File: config.mk
export PLATFORM = sky130hd
export DESIGN_NAME = chunked_addsub
export DESIGN_NICKNAME = d
export VERILOG_FILES = /design/src/rtl/adder_pkg.sv /design/src/rtl/chunk_adder.sv /design/src/rtl/chunked_addsub.sv
export SDC_FILE = /design/constraint.sdc
export NUM_CORES = 1
export LEC_CHECK = 0
export CAP_MARGIN = 30
export CORE_ASPECT_RATIO = 0.8
export CORE_UTILIZATION = 53
export CTS_CLUSTER_DIAMETER = 60
export DETAILED_ROUTE_END_ITERATION = 12
export HOLD_SLACK_MARGIN = 0.06
export PLACE_DENSITY = 0.83
export SYNTH_ARGS = -nofsm -noshare
export SYNTH_HDL_FRONTEND = slang
export SYNTH_SLANG_ARGS = --single-unit
File: constraint.sdc
create_clock -name clk -period 5.5 [get_ports clk]
set_clock_uncertainty 0.1 [all_clocks]
set_input_delay 1.375 -clock clk [delete_from_list [all_inputs] [get_ports clk]]
set_output_delay 1.375 -clock clk [all_outputs]
set_load 0.03 [all_outputs]
File: src/rtl/adder_pkg.sv
// Shared definitions for the chunked add/subtract unit: FSM states and
// elaboration-time helpers for slice count and slice-index width.
package adder_pkg;

  typedef enum logic [1:0] {
    IDLE,
    RUN,
    DONE
  } state_t;

  function automatic int unsigned nchunk(input int unsigned width, input int unsigned chunk);
    return width / chunk;
  endfunction

  // Bits needed to index n slices; never less than 1 so a single-slice unit still has an index.
  function automatic int unsigned clog2(input int unsigned n);
    int unsigned r;
    int unsigned p;
    r = 1;
    p = 2;
    while (p < n) begin
      p = p * 2;
      r = r + 1;
    end
    return r;
  endfunction

endpackage

File: src/rtl/chunk_adder.sv
// Combinational CHUNK-bit adder with carry in and carry out.
module chunk_adder #(
  parameter int unsigned CHUNK = 4
) (
  input  logic [CHUNK-1:0] a,
  input  logic [CHUNK-1:0] b,
  input  logic             cin,
  output logic [CHUNK-1:0] sum,
  output logic             cout
);

  assign {cout, sum} = {1'b0, a} + {1'b0, b} + {{CHUNK{1'b0}}, cin};

endmodule

File: src/rtl/chunked_addsub.sv
// Multi-cycle add/subtract: one CHUNK-bit slice per clock, LSB slice first,
// with valid/ready handshakes on operands and result.
module chunked_addsub
  import adder_pkg::*;
#(
  parameter int unsigned WIDTH = 8,
  parameter int unsigned CHUNK = 4
) (
  input  logic             clk,
  input  logic             reset,
  input  logic             in_valid,
  output logic             in_ready,
  input  logic [WIDTH-1:0] a,
  input  logic [WIDTH-1:0] b,
  input  logic             sub,
  input  logic             cin,
  output logic             out_valid,
  input  logic             out_ready,
  output logic [WIDTH-1:0] y,
  output logic             cout,
  output logic             ovf,
  output logic             zero,
  output logic             neg
);

  localparam int unsigned NCHUNK = nchunk(WIDTH, CHUNK);
  localparam int unsigned IW     = clog2(NCHUNK);

  generate
    if ((CHUNK > WIDTH) || ((WIDTH % CHUNK) != 0)) begin : g_bad_chunk
      $error("chunked_addsub: WIDTH must be a non-zero multiple of CHUNK");
    end
  endgenerate

  state_t            state;
  logic [WIDTH-1:0]  a_reg;
  logic [WIDTH-1:0]  bx_reg;
  logic [WIDTH-1:0]  acc;
  logic [WIDTH-1:0]  acc_next;
  logic              carry;
  logic [IW-1:0]     idx;
  logic [CHUNK-1:0]  a_sl;
  logic [CHUNK-1:0]  b_sl;
  logic [CHUNK-1:0]  sum;
  logic              c;
  logic              last;

  // Slice mux in front of the single shared adder, and the slice write-back.
  always_comb begin
    a_sl     = '0;
    b_sl     = '0;
    acc_next = acc;
    for (int unsigned i = 0; i < NCHUNK; i++) begin
      if (idx == IW'(i)) begin
        a_sl                        = a_reg[i*CHUNK +: CHUNK];
        b_sl                        = bx_reg[i*CHUNK +: CHUNK];
        acc_next[i*CHUNK +: CHUNK]  = sum;
      end
    end
  end

  assign last = (idx == IW'(NCHUNK - 1));

  chunk_adder #(.CHUNK(CHUNK)) u_chunk_adder (
    .a    (a_sl),
    .b    (b_sl),
    .cin  (carry),
    .sum  (sum),
    .cout (c)
  );

  always_ff @(posedge clk) begin
    if (reset) begin
      state     <= IDLE;
      in_ready  <= 1'b0;
      out_valid <= 1'b0;
      y         <= '0;
      cout      <= 1'b0;
      ovf       <= 1'b0;
      zero      <= 1'b0;
      neg       <= 1'b0;
      a_reg     <= '0;
      bx_reg    <= '0;
      acc       <= '0;
      carry     <= 1'b0;
      idx       <= '0;
    end else begin
      case (state)
        IDLE: begin
          if (in_valid && in_ready) begin
            a_reg    <= a;
            bx_reg   <= sub ? ~b : b;
            carry    <= sub ? 1'b1 : cin;
            idx      <= '0;
            in_ready <= 1'b0;
            state    <= RUN;
          end else begin
            in_ready <= 1'b1;
          end
        end
        RUN: begin
          acc   <= acc_next;
          carry <= c;
          idx   <= idx + 1'b1;
          // Flags come from the combinational final values so they land with out_valid.
          if (last) begin
            state     <= DONE;
            out_valid <= 1'b1;
            y         <= acc_next;
            cout      <= c;
            ovf       <= (a_reg[WIDTH-1] == bx_reg[WIDTH-1]) &&
                         (acc_next[WIDTH-1] != a_reg[WIDTH-1]);
            zero      <= (acc_next == '0);
            neg       <= acc_next[WIDTH-1];
          end
        end
        DONE: begin
          if (out_ready) begin
            out_valid <= 1'b0;
            in_ready  <= 1'b1;
            state     <= IDLE;
          end
        end
        default: state <= IDLE;
      endcase
    end
  end

endmodule

**Word level (Yosys, flattened, before mapping)**

Index checks and enable logic that the tools add are counted.

- Memory bits (read-only): 0
- Bits in registers: 42
- Bits in writable memories: 0
- Output and inout port bits: 14
- Word-level logic and storage cells: 57
- Memories: 0
- Latch bits: 0

- Shifts and indexed selects: 0
- Multiply operators: 0
- Add/subtract/negate cells: 3
- Div/mod/pow operators: 0
- Muxes and demuxes: 20
- Equality and inequality tests: 7
- $lt $le $gt $ge: 0
- Bitwise operators: 1
- Reduce and logical (&&, ||, !) cells: 13

Operators by type and width:

| kind | number |
|---|---|
| 4-bit two-way mux | 4 |
| 8-bit logical NOT | 1 |
| 8-bit two-way mux | 1 |
| 8-bit NOT | 1 |
| 1-bit one-hot mux with 2 select lines | 4 |
| 2-bit AND reduction | 4 |
| 1-bit two-way mux | 7 |
| 2-bit two-way mux | 3 |
| 2-bit inequality test (second input constant) | 3 |
| 2-bit one-hot mux with 3 select lines | 1 |
| 3-bit AND reduction | 2 |
| 2-bit nonzero test | 3 |
| 4-bit by 4-bit adder with 5-bit output | 1 |
| 5-bit by 1-bit adder with 5-bit output | 1 |
| 2-bit by 1-bit == test with 1-bit output (second input constant) | 1 |
| 2-bit == test (second input constant) | 1 |
| 1-bit logical AND | 2 |
| 2-bit logical NOT | 1 |
| 1-bit adder (second input constant) | 1 |
| 1-bit == test | 1 |
| 1-bit inequality test | 1 |

**Logic depth before layout (Yosys ltp)**

Gate-level depths: netlist of the first run.

- Depth in word-level cells: 6
- Depth in mapped cells: 9
- Mapped depth without buffers: 8

**By module**

From an unflattened synthesis of the first run, not the netlist that was laid out.

- Cells, all modules: 194
- Area total of the unflattened synthesis: 1759.2 µm²

By module, submodules not included:

| module | sequential area each (µm²) | cells an instance | area each (µm²) | instances |
|---|---|---|---|---|
| chunked_addsub | 740.7 | 178 | 1615.3 | 1 |
| chunk_adder | 0.0 | 16 | 143.9 | 1 |

**Worst setup path before layout of the first run**

No wires, ideal clock.

- Path type: reg-to-reg
- Start point: reg idx
- End point: reg zero
- Stages on the path, launching flop included: 8
- Setup slack: 2.989 ns
- Arrival: 2.344 ns
- Period minus slack after synthesis: 2.511 ns
- Setup time: 0.067 ns
- Buffers on the path: 1
- Data required time: 5.333 ns
- Cells stage by stage: dfxtp_1 -> clkbuf_1 -> mux2_2 -> ha_1 -> and3b_1 -> or3_4 -> a211o_1 -> a21oi_2

- Longest elaborated chain between the ends: 5

RTL lines:

| what | line | source |
|---|---|---|
| start, declared | chunked_addsub.sv:41 | `logic [IW-1:0] idx;` |
| start signal, assigned | chunked_addsub.sv:104 | `idx <= idx + 1'b1;` |
| 4-bit two-way mux | chunked_addsub.sv:54 | `if (idx == IW'(i)) begin` |
| 4-bit by 4-bit adder with 5-bit output | chunk_adder.sv:12 | `assign {cout, sum} = {1'b0, a} + {1'b0, b} + {{CHUNK{1'b0}}, cin};` |
| 5-bit by 1-bit adder with 5-bit output | chunk_adder.sv:12 |  |
| 4-bit two-way mux | chunked_addsub.sv:54 |  |
| 8-bit logical NOT | chunked_addsub.sv:113 | `zero <= (acc_next == '0);` |
| end signal, assigned | chunked_addsub.sv:113 |  |
| end, declared | chunked_addsub.sv:22 | `output logic zero,` |

Parallel ways exist; a longest one is shown, timed or not.
A chain may end at the register's enable or synchronous reset.

**Worst setup path after layout of the first run**

- Start point: in in_valid
- End point: reg carry

- Longest elaborated chain between the ends: 3

RTL lines:

| what | line | source |
|---|---|---|
| start, declared | chunked_addsub.sv:11 | `input logic in_valid,` |
| 1-bit logical AND | chunked_addsub.sv:90 | `if (in_valid && in_ready) begin` |
| 2-bit inequality test (no source line) | -- |  |
| 2-bit AND reduction (no source line) | -- |  |
| end signal, assigned | chunked_addsub.sv:93 | `carry <= sub ? 1'b1 : cin;` |
| end, declared | chunked_addsub.sv:40 | `logic carry;` |

Every way passes these cells.

==> results of run 1 <==
[kinds of logic (layout without fill, tap and decap cells)]
group | after synthesis | after routing
fa+ha+maj | 5 | 5
mux | 8 | 8
compound gates | 47 | 47
simple gates | 68 | 68
flops | 37 | 37
xor+xnor | 9 | 9
buf+inv | 17 | 47
[per-stage QoR]
stage | setup WS (ns) | hold slack [ns]
3_3_place_gp | 2.22 | 0.341
2_1_floorplan | 2.99 | 0.333
4_1_cts | 2.36 | 0.357
5_1_grt | 2.47 | 0.373
6_report | 2.59 | 0.356
3_5_place_dp | 2.06 | 0.347
[layout make-up]
type / instances / area share
clock buffer: 5 / 0.0321
clock inverter: 2 / 0.0164
inverter: 3 / 0.00526
multi-input combinational: 137 / 0.406
sequential: 37 / 0.346
tap: 38 / 0.0222
timing repair buffer: 37 / 0.172
[routing by layer]
metal / vias up / part of all wire / global-route usage
met5: - / 0 / 0
met4: 0 / 0.018 / 0.119
met3: 8 / 0.034 / 0.0548
met2: 34 / 0.50 / 0.421
met1: 674 / 0.44 / 0.278
li1: 714 / - / -
[final timing paths]
check | from | end | slack, ns
worst max-delay path | in_valid | carry$_SDFFE_PP0P_ | 2.59
worst min-delay path | a_reg[6]$_SDFFE_PP0P_ | a_reg[6]$_SDFFE_PP0P_ | 0.36
worst max register to register | idx$_SDFFE_PP0P_ | zero$_SDFFE_PP0P_ | 2.79
worst min register to register | a_reg[6]$_SDFFE_PP0P_ | a_reg[6]$_SDFFE_PP0P_ | 0.36
[power groups by stage]
stage          Combinational (W)  Sequential [W]  Clock [W]
2_1_floorplan          0.0000640        0.000298          0
3_3_place_gp           0.0000930        0.000299          0
3_5_place_dp           0.0000978        0.000300          0
4_1_cts                0.0000990        0.000294   0.000227
5_1_grt                 0.000110        0.000296   0.000237
6_report                0.000100        0.000294   0.000226
[critical path, cell delays in order]
cell and delay, ns:
clkdlybuf4s50_1 0.49, nand4bb_1 0.45, o311ai_0 0.53, a21oi_1 0.13
[cells in the final DEF (no fill, tap or decap), drive strengths merged, types with 2 or more instances in the layout]
cell type      synthesis  final
nor2                  15     15
buf                    6      2
fa                     2      2
xnor2                  9      9
dfxtp                 37     37
inv                    3      3
nand2                 36     36
or2                    2      2
nand3                  4      4
mux2i                  2      2
mux2                   6      6
o21ai                  2      2
clkbuf                 8      5
ha                     3      3
o21a                   2      2
a21o                   3      3
a211oi                11     11
clkdlybuf4s50          0     35
a21oi                 26     26
==> impl_metrics.env, run 1 <==
export IMPL_antenna_found_initial=0
export IMPL_gp_congestion=0.736
export IMPL_synth_distinct_cells=37
export IMPL_hold_buffers=0
export IMPL_synth_top_area_share=0.444
export IMPL_first_pass_iters=4
export IMPL_post_cts_buffers=0
export IMPL_combinationalPowerShare=0.162
export IMPL_finish_instance_area_um2=2140
export IMPL_coreArea_um2=2870
export IMPL_vdd_drop_max_mv=0.270
export IMPL_power_leakage_nw=0.769
export IMPL_synthAdderAreaFrac=0.0465
export IMPL_drv_slew=0
export IMPL_clkLatencyLatePin_ns=0.30
export IMPL_synth_cells=191
export IMPL_synth_xor_area_frac=0.0473
export IMPL_place_detailed_hpwl_um=2550
export IMPL_p_per_area_nw_per_um2=290
export IMPL_ff_latch_area_um2=741
export IMPL_power_internal_w=0.000464
export IMPL_cts_buffers=5
export IMPL_syn_cell_area_um2=1670
export IMPL_avgViaCountPerCell=5.52
export IMPL_setup_viol=0
export IMPL_final_min_clock_period_ns=2.91
export IMPL_drive_above_1_share=0.0995
export IMPL_remaining_drc_errors=0
export IMPL_cp_max_fo=12
export IMPL_ios=36
export IMPL_synth_ff_type="dfxtp_1"
export IMPL_placedCellCount=251
export IMPL_synth_edff_count=0
export IMPL_wirelength_um=3580
export IMPL_synth_area_top_cells="dfxtp_1 (44%), nand2_1 (8.1%), a21oi_1 (7.5%), a211oi_1 (5.0%), xnor2_1 (4.7%)"
export IMPL_drv_cap=0
export IMPL_synth_top_area_cell="dfxtp_1"
export IMPL_fin_nets=248
export IMPL_layout_area_overhead_vs_synth_pct=28.5
export IMPL_ctsResizeCount=0
export IMPL_htree_num_levels=2
export IMPL_die_w_um=64.7
export IMPL_worstHoldPathCells=2
export IMPL_hold_violations=0
export IMPL_grt_overflow_total=0
export IMPL_grt_pass1_vias=1342
export IMPL_diodes=0
export IMPL_yosysMostFrequentCell="dfxtp_1"
export IMPL_net_switching_power_w=0.000157
export IMPL_slew_headroom=0.637
export IMPL_postLayoutCoreUtil=0.746
export IMPL_status="completed"
export IMPL_hold_class="flip-flop to flip-flop"
export IMPL_synth_top_family_by_area="simple AND/OR/NAND/NOR gates"
export IMPL_multiInputGateArea_um2=868
export IMPL_synth_compound_area_frac=0.179
export IMPL_antenna_left=0
export IMPL_synth_seq_cells=37
export IMPL_ys_seq_area_frac=0.444
export IMPL_floorplan_rows=17
export IMPL_max_slew_worst_pin_slew_ns=0.542
export IMPL_die_area_um2=3370
export IMPL_finalPower_w=0.000621
export IMPL_final_cells=259
export IMPL_synth_nets=218
export IMPL_grt_first_pass_wirelength_um=5940
export IMPL_timing_fmax_mhz=344
export IMPL_critPathKind="primary input to flip-flop"
export IMPL_grt_usage=0.240
export IMPL_port_buffers=35
export IMPL_clkTransAtPathRegs_ns=0.08
export IMPL_end_kind="flip-flop"
export IMPL_dieHeight_um=52.2
export IMPL_vias=1430
export IMPL_power_share_sequential=0.474
export IMPL_async_flop_share=0
export IMPL_cts_buffer_depth=2
export IMPL_period_share=0.528
export IMPL_nFillCells=215
export IMPL_synth_top_cells_by_count="dfxtp_1 (37), nand2_1 (36), a21oi_1 (25), nor2_1 (15), a211oi_1 (11)"
export IMPL_rsz0062_at_grt="no"
export IMPL_cts_sinks=37
export IMPL_ys_warnings_count=0
export IMPL_wl_per_cell_um=13.8
export IMPL_setup_tns_ns=0
export IMPL_crit_path_start_kind="primary input"
export IMPL_grt_max_degree=38
export IMPL_synth_simple_gate_area_frac=0.187
export IMPL_start_util=0.580
export IMPL_placed_area_um2=2030
export IMPL_ff2ff_path_depth=8
export IMPL_arrival_ns=2.98
export IMPL_drt_first_iter_violations=57
export IMPL_required_ns=5.57
export IMPL_p_clk_frac=0.365
export IMPL_avgSynthCellArea_um2=8.73
export IMPL_root_buffer="clkbuf_8"
export IMPL_swShare=0.253
export IMPL_cts_tree="built"
export IMPL_synthMuxAreaShare=0.0526
(Power assumes the default switching activity.)
==> inputs of run 2 (changes only) <==
Settings changed: CORE_UTILIZATION 53 to 49, PLACE_DENSITY 0.83 to 0.78.
Clock period 5.5 ns to 2.9 ns, I/O delays scaled along.
==> impl_metrics.env, run 2 (synthesis gave the netlist of run 1 again) <==
export IMPL_vias=1396
export IMPL_floorplan_rows=18
export IMPL_htree_num_levels=2
export IMPL_clkTransAtPathRegs_ns=0.07
export IMPL_status="completed"
export IMPL_grt_usage=0.201
export IMPL_die_area_um2=3640
export IMPL_drv_cap=0
export IMPL_max_slew_worst_pin_slew_ns=0.483
export IMPL_antenna_left=0
export IMPL_cts_buffers=5
export IMPL_root_buffer="clkbuf_8"
export IMPL_cts_tree="built"
export IMPL_ios=36
export IMPL_p_per_area_nw_per_um2=515
export IMPL_drive_above_1_share=0.0991
export IMPL_placedCellCount=255
export IMPL_setup_tns_ns=0
export IMPL_gp_congestion=0.819
export IMPL_cts_buffer_depth=2
export IMPL_crit_start="idx$_SDFFE_PP0P_"
export IMPL_rsz0062_at_grt="no"
export IMPL_first_pass_iters=4
export IMPL_wl_per_cell_um=12.9
export IMPL_die_w_um=67.2
export IMPL_post_cts_buffers=0
export IMPL_critPathKind="flip-flop to flip-flop"
export IMPL_cp_max_fo=12
export IMPL_antenna_found_initial=0
export IMPL_arrival_ns=2.73
export IMPL_ctsResizeCount=0
export IMPL_grt_first_pass_wirelength_um=5340
export IMPL_drt_first_iter_violations=68
export IMPL_hold_violations=0
export IMPL_required_ns=3.02
export IMPL_worst_slack_ns=0.284
export IMPL_remaining_drc_errors=0
export IMPL_setup_viol=0
export IMPL_hold_end="a_reg[5]$_SDFFE_PP0P_"
export IMPL_period_share=0.902
export IMPL_start_util=0.529
export IMPL_dieHeight_um=54.2
export IMPL_holdCritStartpoint="a_reg[5]$_SDFFE_PP0P_"
export IMPL_wirelength_um=3380
export IMPL_hold_class="flip-flop to flip-flop"
export IMPL_end_kind="flip-flop"
export IMPL_crit_path_start_kind="flip-flop"
export IMPL_diodes=0
export IMPL_worstHoldPathCells=2
export IMPL_timing_fmax_mhz=382
export IMPL_grt_overflow_total=0
export IMPL_port_buffers=35
export IMPL_drv_slew=0
export IMPL_ff2ff_path_depth=8
export IMPL_final_cell_mix="dfxtp_1 (37), nand2_1 (36), clkdlybuf4s50_1 (35)"
export IMPL_hold_buffers=0
export IMPL_pre_cts_ws_ns=0.313
export IMPL_grt_pass1_vias=1212
export IMPL_fin_nets=249
export IMPL_rrSetupSlack_ns=0.28
export IMPL_layout_area_overhead_vs_synth_pct=28.5
export IMPL_vdd_drop_max_mv=0.370
export IMPL_final_min_clock_period_ns=2.62
export IMPL_clkLatencyLatePin_ns=0.28
export IMPL_place_detailed_hpwl_um=2490
export IMPL_avgViaCountPerCell=5.33
export IMPL_grt_max_degree=38
export IMPL_coreArea_um2=3150
export IMPL_power_leakage_nw=0.768
export IMPL_slew_headroom=0.678
export IMPL_cts_sinks=37
export IMPL_reg2reg_from="idx$_SDFFE_PP0P_"
export IMPL_layout_commonest_cell="dfxtp_1"
export IMPL_final_cells=262
export IMPL_r2r_end="zero$_SDFFE_PP0P_"
[run 2: cell count changes in the layout (fill, tap and decap cells not counted), sizes merged]
cell,change
bufinv,-1
clkbuf,+2
buf,+1
clkinv,-1
[run 2: metal layers]
| metal | routed length, um | up-vias | track usage |
|---|---|---|---|
| li1 | - | 711 | - |
| met1 | 1590 | 650 | 0.239 |
| met2 | 1620 | 33 | 0.352 |
| met3 | 154 | 2 | 0.0572 |
| met4 | 16 | 0 | 0.0638 |
| met5 | 0 | - | 0 |
[run 2: stage by stage]
step | power [W] | instance area [um2] | utilization | hold WS, ns
CTS | 0.00111 | 2140 | 0.679 | 0.357
global placement | 0.000749 | 2060 | 0.652 | 0.343
detailed placement | 0.000758 | 2060 | 0.652 | 0.347
global route | 0.00115 | 2140 | 0.679 | 0.372
finish | 0.00110 | 2140 | 0.679 | 0.354
floorplan | 0.000688 | 1670 | - | 0.333
[run 2: how the worst max path moves through the flow]
stage | to | slack, ns | cells past startpoint
global route | zero$_SDFFE_PP0P_ | 0.1 | 8
detailed placement | zero$_SDFFE_PP0P_ | 0.31 | 8
CTS | zero$_SDFFE_PP0P_ | 0.30 | 8
global placement | zero$_SDFFE_PP0P_ | 0.45 | 6
floorplan | zero$_SDFFE_PP0P_ | 0.39 | 7
finish | zero$_SDFFE_PP0P_ | 0.28 | 8
[run 2: critical path: stages, from the launching register on]
cell and delay [ns]:
dfxtp_1 0.62, mux2i_1 0.30, fa_1 0.23, inv_1 0.05, fa_1 0.40, xnor2_1 0.29
nand4b_1 0.13, a211o_1 0.30, a21oi_2 0.13
[run 2: layout make-up]
cell class,instances,area (um2)
well taps,40,50.0
flip-flops and latches,37,741
repair buffers,38,385
clock buffers,7,86.3
fillers,279,1010
multi-input cells,137,868
inverters,3,11.3
[run 2: where the power goes]
group,switching [W],internal (W),total [W]
combinational,0.0000915,0.0000975,0.000189
clock,0.000167,0.000188,0.000355
sequential,0.0000237,0.000535,0.000559
total,0.000282,0.000821,0.00110
==> inputs of run 3 (changes only) <==
==> constraint.sdc (replaced) <==
create_clock -name clk -period 2.9 [get_ports clk]
set_clock_uncertainty 0.1 [all_clocks]
set_input_delay 0.58 -clock clk [delete_from_list [all_inputs] [get_ports clk]]
set_output_delay 0.58 -clock clk [all_outputs]
set_load 0.03 [all_outputs]
==> impl_metrics.env, run 3 (synthesis gave the netlist of run 1 again) <==
export IMPL_root_buffer="clkbuf_8"
export IMPL_setup_viol=0
export IMPL_hold_buffers=0
export IMPL_clkTransAtPathRegs_ns=0.07
export IMPL_drt_first_iter_violations=62
export IMPL_coreArea_um2=3150
export IMPL_placedCellCount=256
export IMPL_path_cells="mux2i_1 > fa_1 > inv_1 > fa_1 > xnor2_1 > nand4b_1 > a211o_1 > a21oi_2"
export IMPL_fin_hold_ws_ns=0.357
export IMPL_ctsResizeCount=0
export IMPL_end_kind="flip-flop"
export IMPL_grt_overflow_total=0
export IMPL_hold_class="flip-flop to flip-flop"
export IMPL_htree_num_levels=2
export IMPL_arrival_ns=2.78
export IMPL_slowest_delay_ns=0.63
export IMPL_cp_top_family="flip-flops"
export IMPL_rsz0062_at_grt="no"
export IMPL_final_min_clock_period_ns=2.65
export IMPL_setup_tns_ns=0
export IMPL_die_area_um2=3640
export IMPL_net_switching_power_w=0.000293
export IMPL_required_ns=3.03
export IMPL_antenna_found_initial=0
export IMPL_die_w_um=67.2
export IMPL_gp_congestion=0.824
export IMPL_dieHeight_um=54.2
export IMPL_nFillCells=250
export IMPL_cp_num_buf_inv=1
export IMPL_status="completed"
export IMPL_period_share=0.913
export IMPL_cts_buffers=5
export IMPL_cp_slowest_cell="dfxtp_1"
export IMPL_slew_headroom=0.670
export IMPL_port_buffers=35
export IMPL_power_leakage_nw=0.778
export IMPL_layout_area_overhead_vs_synth_pct=29.1
export IMPL_wl_per_cell_um=12.5
export IMPL_power_share_sequential=0.490
export IMPL_hold_violations=0
export IMPL_vdd_drop_max_mv=0.325
export IMPL_grt_usage=0.212
export IMPL_p_clk_frac=0.345
export IMPL_power_internal_w=0.000846
export IMPL_first_pass_iters=4
export IMPL_place_detailed_hpwl_um=2480
export IMPL_crit_path_start_kind="flip-flop"
export IMPL_clkLatencyLatePin_ns=0.29
export IMPL_finish_instance_area_um2=2150
export IMPL_floorplan_rows=18
export IMPL_cts_buffer_depth=2
export IMPL_cp_max_fo=12
export IMPL_p_per_area_nw_per_um2=529
export IMPL_cts_sinks=37
export IMPL_final_cells=264
export IMPL_post_cts_buffers=0
export IMPL_drv_slew=0
export IMPL_placed_area_um2=2050
export IMPL_grt_first_pass_wirelength_um=5470
export IMPL_critPathMostFrequentCell="fa_1"
export IMPL_grt_pass1_vias=1255
export IMPL_diodes=0
export IMPL_critPathKind="flip-flop to flip-flop"
export IMPL_max_slew_worst_pin_slew_ns=0.494
export IMPL_avgViaCountPerCell=5.29
export IMPL_timing_fmax_mhz=378
export IMPL_remaining_drc_errors=0
export IMPL_vias=1397
export IMPL_combinationalPowerShare=0.165
export IMPL_swShare=0.257
export IMPL_start_util=0.529
export IMPL_drive_above_1_share=0.112
export IMPL_fin_nets=250
export IMPL_postLayoutCoreUtil=0.683
export IMPL_wirelength_um=3310
export IMPL_ios=36
export IMPL_antenna_left=0
export IMPL_final_cell_mix="dfxtp_1 (37), nand2_1 (36), clkdlybuf4s50_1 (35)"
export IMPL_grt_max_degree=26
export IMPL_cts_tree="built"
export IMPL_drv_cap=0
export IMPL_layout_commonest_cell="dfxtp_1"
run 3: cell count changes in the layout (fill, tap and decap cells not counted):
cell / previous run / this run
clkinv_2: 0 / 1
clkbuf_1: 1 / 0
buf_12: 1 / 0
clkbuf_8: 6 / 7
buf_4: 2 / 4
run 3: final cells by class:
class	instances	area (um2)	share of cell area
clock inverters	1	5.00	0.00233
well taps	40	50.0	0.0233
multi-input cells	137	868	0.403
flip-flops and latches	37	741	0.344
inverters	3	11.3	0.00523
clock buffers	7	96.3	0.0448
repair buffers	39	380	0.177
run 3: worst min-delay path: stages, from the launching register on:
cell	delay [ns]
dfxtp_1	0.31
nand2_1	0.05
a21oi_1	0.05
run 3: final timing paths:
kind / startpoint / endpoint / slack, ns / cells after the start
hold / removal: y[1]$_SDFFE_PP0P_ / y[1]$_SDFFE_PP0P_ / 0.36 / 2
setup reg to reg: idx$_SDFFE_PP0P_ / zero$_SDFFE_PP0P_ / 0.25 / 8
hold reg to reg: y[1]$_SDFFE_PP0P_ / y[1]$_SDFFE_PP0P_ / 0.36 / 2
setup / recovery: idx$_SDFFE_PP0P_ / zero$_SDFFE_PP0P_ / 0.25 / 8
run 3: power groups by stage:
| stage | Sequential (W) | Combinational [W] | Clock [W] |
|---|---|---|---|
| detailed placement | 0.000569 | 0.000186 | 0 |
| CTS | 0.000558 | 0.000188 | 0.000401 |
| floorplan | 0.000566 | 0.000121 | 0 |
| finish | 0.000558 | 0.000188 | 0.000393 |
| global route | 0.000562 | 0.000207 | 0.000424 |
| global placement | 0.000569 | 0.000179 | 0 |
run 3: metal layers:
layer | global-route usage | vias to the layer above | routed length (um)
li1 | - | 720 | -
met1 | 0.245 | 621 | 1530
met2 | 0.352 | 47 | 1520
met3 | 0.0551 | 9 | 177
met4 | 0.138 | 0 | 74
met5 | 0 | - | 0
run 3: stage by stage:
step / worst slack [ns] / power, W
2_1_floorplan: 0.389 / 0.000688
3_3_place_gp: 0.450 / 0.000748
3_5_place_dp: 0.309 / 0.000755
4_1_cts: 0.261 / 0.00115
5_1_grt: 0.0998 / 0.00119
6_report: 0.252 / 0.00114
